`config.mk`:
```
export PLATFORM = sky130hd
export DESIGN_NAME = square_acc
export DESIGN_NICKNAME = d
export VERILOG_FILES = /design/src/rtl/square_acc.sv
export SDC_FILE = /design/constraint.sdc
export NUM_CORES = 1
export LEC_CHECK = 0
export CORE_MARGIN = 5
export CORE_UTILIZATION = 37
export DETAILED_ROUTE_END_ITERATION = 8
export GPL_TIMING_DRIVEN = 0
export PLACE_DENSITY = 0.64
export SLEW_MARGIN = 20
export SYNTH_ARGS = -nofsm -noshare
export SYNTH_HDL_FRONTEND = slang
export SYNTH_SLANG_ARGS = --single-unit
```
`constraint.sdc`:
```
create_clock -name clk -period 11.3 [get_ports clk]
set_clock_uncertainty 0.1 [all_clocks]
set_input_delay 2.26 -clock clk [delete_from_list [all_inputs] [get_ports clk]]
set_output_delay 2.26 -clock clk [all_outputs]
set_load 0.03 [all_outputs]
```
`src/rtl/square_acc.sv`:
```
// square_acc: pipelined squarer with an optional sum-of-squares accumulator.
// Each sample carries a mode tag: mode 0 emits its own square, mode 1 adds it
// to a running sum, and the sum is emitted after every ACC_LEN mode-1 samples.
// Ports:
//   clk, rst        - clock, synchronous active-high reset
//   enable          - global clock enable (0 freezes all state)
//   in_valid/in_ready/in_data/mode - sample handshake, data and tag
//   out_valid/out_ready/out_data   - result handshake and data
//   acc_drop        - one-cycle pulse when a partial sum is discarded
module square_acc #(
  parameter int unsigned DATA_W  = 16,
  parameter bit          SIGNED  = 1'b1,
  parameter int unsigned PIPE    = 2,
  parameter int unsigned ACC_LEN = 16,
  localparam int unsigned SQ_W   = SIGNED ? 2 * DATA_W - 1 : 2 * DATA_W,
  localparam int unsigned OUT_W  = SQ_W + $clog2(ACC_LEN)
) (
  input  logic              clk,
  input  logic              rst,
  input  logic              enable,
  input  logic              mode,
  input  logic              in_valid,
  output logic              in_ready,
  input  logic [DATA_W-1:0] in_data,
  output logic              out_valid,
  input  logic              out_ready,
  output logic [OUT_W-1:0]  out_data,
  output logic              acc_drop
);

  localparam int unsigned PW    = 2 * DATA_W;
  localparam int unsigned CNT_W = $clog2(ACC_LEN);

  typedef enum logic {IDLE, RUN} state_t;

  logic             advance;
  logic [PW-1:0]    prod;
  logic [SQ_W-1:0]  sq_in;
  logic             h_valid;
  logic             h_mode;
  logic [SQ_W-1:0]  h_sq;

  state_t           state_q, state_d;
  logic [CNT_W-1:0] cnt_q, cnt_d;
  logic [OUT_W-1:0] acc_q, acc_d;
  logic [OUT_W-1:0] sum;
  logic             out_valid_d;
  logic [OUT_W-1:0] out_data_d;
  logic             acc_drop_d;

  // Whole design moves as one: stall when the output is full and not taken.
  assign advance  = enable && (!out_valid || out_ready);
  assign in_ready = advance;

  // Exact square; a signed square is non-negative and fits in 2*DATA_W-1 bits.
  if (SIGNED) begin : g_sq_signed
    logic signed [PW-1:0] ext;
    assign ext  = PW'($signed(in_data));
    assign prod = ext * ext;
  end else begin : g_sq_unsigned
    assign prod = PW'(in_data) * PW'(in_data);
  end
  assign sq_in = SQ_W'(prod);

  // PIPE-1 multiplier stages; the output register is the final stage.
  if (PIPE == 1) begin : g_nopipe
    assign h_valid = in_valid;
    assign h_mode  = mode;
    assign h_sq    = sq_in;
  end else begin : g_pipe
    localparam int unsigned NS = PIPE - 1;
    logic            st_v  [NS];
    logic            st_m  [NS];
    logic [SQ_W-1:0] st_sq [NS];

    always_ff @(posedge clk) begin
      if (rst) begin
        for (int i = 0; i < int'(NS); i++) st_v[i] <= 1'b0;
      end else if (advance) begin
        st_v[0]  <= in_valid;
        st_m[0]  <= mode;
        st_sq[0] <= sq_in;
        for (int i = 1; i < int'(NS); i++) begin
          st_v[i]  <= st_v[i-1];
          st_m[i]  <= st_m[i-1];
          st_sq[i] <= st_sq[i-1];
        end
      end
    end

    assign h_valid = st_v[NS-1];
    assign h_mode  = st_m[NS-1];
    assign h_sq    = st_sq[NS-1];
  end

  // Output stage: square pass-through and accumulator FSM.
  always_comb begin
    state_d     = state_q;
    cnt_d       = cnt_q;
    acc_d       = acc_q;
    out_valid_d = out_valid;
    out_data_d  = out_data;
    acc_drop_d  = 1'b0;
    sum         = acc_q + OUT_W'(h_sq);
    if (advance) begin
      // On advance any held result is being accepted, so it clears unless reloaded.
      out_valid_d = 1'b0;
      if (h_valid) begin
        if (!h_mode) begin
          out_valid_d = 1'b1;
          out_data_d  = OUT_W'(h_sq);
          acc_drop_d  = (state_q == RUN);
          state_d     = IDLE;
          cnt_d       = '0;
          acc_d       = '0;
        end else if (state_q == IDLE) begin
          acc_d   = OUT_W'(h_sq);
          cnt_d   = CNT_W'(1);
          state_d = RUN;
        end else if (cnt_q == CNT_W'(ACC_LEN - 1)) begin
          out_valid_d = 1'b1;
          out_data_d  = sum;
          state_d     = IDLE;
          cnt_d       = '0;
          acc_d       = '0;
        end else begin
          acc_d = sum;
          cnt_d = cnt_q + CNT_W'(1);
        end
      end
    end
  end

  // State and output registers.
  always_ff @(posedge clk) begin
    if (rst) begin
      state_q   <= IDLE;
      cnt_q     <= '0;
      acc_q     <= '0;
      out_valid <= 1'b0;
      out_data  <= '0;
      acc_drop  <= 1'b0;
    end else begin
      state_q   <= state_d;
      cnt_q     <= cnt_d;
      acc_q     <= acc_d;
      out_valid <= out_valid_d;
      out_data  <= out_data_d;
      acc_drop  <= acc_drop_d;
    end
  end

endmodule

```
==> reports/metrics.yaml <==
run_status:
  status: "completed"
logic_synthesis:
  synthArstFlopShare_pct: 0
  synth_warnings: 0
  yosys.area.top_type: "fa_1"
  avgSynthCellArea_um2: 9.02
  ys_seq_area_share_pct: 17.2
  synth.top_cell.area_share_pct: 31.7
  synthCells: 1616
  ys_types: 64
  synth_edf_count: 32
  synth_area_leaders: "fa_1 32%, dfxtp_1 11%, ha_1 10%, inv_1 9.0%, edfxtp_1 6.6%"
  synth_seq_cells: 109
  synth_nets: 1986
  syn_area_um2: 14600
  synthFlopType: "dfxtp_1"
global_routing:
  grt_max_degree: 30
  grt_pass1_wl_um: 59600
  grt_util_all_layers_pct: 16.5
  grt_overflow: 0
  first_global_vias: 11700
  antenna_found_initial: 0
routing:
  m1WireLength_um: 15900
  drc_errors: 0
  drt_iter0_markers: 626
  wl_met3_um: 1890
  first_pass_iters: 5
  met2_length_um: 17000
  vias_per_cell: 5.05
  ant_nets: 0
  via_count: 11100
  wl_per_cell_um: 16.1
  top_layer_used: "met4"
  wl_um: 35600
final_layout:
  syn_to_final_growth_pct: 10.4
  num_antenna_cells: 0
  final_nets: 2055
  final_common_cell: "inv_1"
  drive_gt1_share_pct: 1.95
  layout_common_cells: "350 x inv_1, 231 x fa_1, 151 x nand2_1"
cts:
  numCtsBuffers: 9
  clk_pin_slew_ps: 70
  clock_insertion_delay_worst_skew_ps: 350
  cts.htree.levels: 3
  clockRootBuffer: "clkbuf_16"
  cts_tree: "done"
  hold_buffers: 0
  cts.sinks: 109
  cts_max_path_buffers: 2
  post-cts-setup-buffer-count: 0
  cts_resized: 0
sta:
  setup_viol: 0
  clock.fmax_mhz: 105
  drv_slew: 0
  rsz0062_at_grt: "no"
  hold_viol: 0
  slew_headroom_pct: 41.2
  min_period_ps: 9520
  worstMarginPinSlew_ps: 881
  tns_ps: 0
  min_period_over_period_pct: 84.2
floorplanning:
  pin_count: 60
  num_rows: 72
  die_area_um2: 43500
  die_y_um: 209
  core_um2: 38800
  initial_core_util_pct: 37.6
  dieWidth_um: 209
setup_path:
  end_kind: "flip-flop"
  path_delay_family: "adder cells"
  start_kind: "input port"
  critPathSlowestCell: "fa_1"
  arrival_ps: 9500
  max_stage_delay_ps: 550
  worstPathRequired_ps: 11290
  path_class: "input port to flip-flop"
  cp_max_fo: 10
  cp.buffers_inverters: 7
  path_cells: "clkdlybuf4s50_1, clkbuf_1, clkbuf_1, nand2_1, fa_1, fa_1, fa_1, inv_1, fa_1, fa_1, inv_1, fa_1, inv_1, ha_1, clkbuf_1, nand4_1, or3_1, o22ai_1, o21ai_1, a21oi_1, o22a_1, a41oi_1, xnor2_1"
  crit_path_frequent_cell: "fa_1"
placement:
  detailed_place_hpwl_um: 29300
  place_congestion: 0.930
  io_buffers: 57
flow_run:
  max_cap_violations: 0
worst_hold_path:
  hold_class: "flip-flop to flip-flop"
logic make-up after synthesis:
logic type                 synth area share (%)
buffers and inverters                      10.7
and+or+nand+nor                            12.3
adders and majority gates                  41.8
AOI/OAI and AO/OA                          11.7
DFF                                        17.2
xor gates and xnor gates                   4.26
muxes                                      2.21
state kept, by name (all words and copies together), names as in the netlist, 4 cells and up:
signal        cells
acc_q            35
out_data         35
g_pipe.st_sq     30
cnt_q             4
layer usage:
metal  track usage (%)  vias up
met2              28.3      331
met5                 0        -
li1                  -     5276
met1              22.6     5486
met4              3.96        0
met3              1.79       56
worst register-to-register path, stage by stage (launching register included):
cell      delay (ps)
edfxtp_1         470
ha_1             400
a211oi_1         110
o21ai_1          240
nand4_1          220
o21ai_1          520
a31oi_1          310
o21ai_1          260
nand4_1          190
or3_1            350
o21ai_1           80
cell usage after synthesis (3+ instances only):
cell,n
inv_1,350
fa_1,231
nand2_1,151
ha_1,117
nor2_1,86
dfxtp_1,77
a21oi_1,58
clkbuf_1,56
xnor2_1,49
and2_1,46
o21ai_0,38
o21ai_1,34
edfxtp_1,32
a21o_1,30
mux2i_1,30
nand3_1,24
xor2_1,22
a22oi_1,18
a222oi_1,14
nand4_1,11
nor3_1,11
nand2b_1,10
a31oi_1,9
and3_1,9
nor2b_1,9
o21a_1,9
buf_1,7
o21bai_1,7
a32oi_1,6
o22ai_1,5
nand3b_1,4
o211ai_1,4
or3_1,4
a211oi_1,3
a21boi_1,3
a31o_2,3
and4_1,3
nor4_1,3
through the flow:
| step | setup slack, ps | hold WS, ps | utilization, % | cell area, um^2 | std cells |
|---|---|---|---|---|---|
| after global routing | 1480 | 368 | 41.5 | 16100 | 2208 |
| after detailed placement | 1410 | 341 | 40.8 | 15800 | 2192 |
| final | 1780 | 347 | 41.5 | 16100 | 2208 |
| after global placement | 1520 | 335 | 40.7 | 15800 | 2191 |
| after CTS | 1800 | 351 | 41.5 | 16100 | 2208 |
| after floorplan | 2800 | 341 | - | 14600 | 1616 |
worst paths after layout:
| check | from | endpoint | slack (ps) | depth (start not counted) |
|---|---|---|---|---|
| worst max-delay path | in_data[4] | g_pipe.st_sq[0][30]$_DFFE_PP_ | 1780 | 23 |
| worst min register to register | out_data[21]$_SDFFE_PP0P_ | out_data[21]$_SDFFE_PP0P_ | 350 | 2 |
| worst max register to register | g_pipe.st_sq[0][2]$_DFFE_PP_ | acc_q[34]$_SDFFE_PP0P_ | 7990 | 10 |
| worst min-delay path | out_data[21]$_SDFFE_PP0P_ | out_data[21]$_SDFFE_PP0P_ | 350 | 2 |
layout make-up:
type                    instances  area (um^2)
clock buffers                  13          250
repair buffers                 58          591
clock inverters                 3         20.0
well taps                     518          648
multi-input cells            1092        10500
fillers                      3824        22700
plain buffers                  63          236
inverters                     352         1320
flip-flops and latches        109         2500
Power is not shown: default switching activity piles up to over one toggle a cycle in this logic, so the estimate is an artifact.
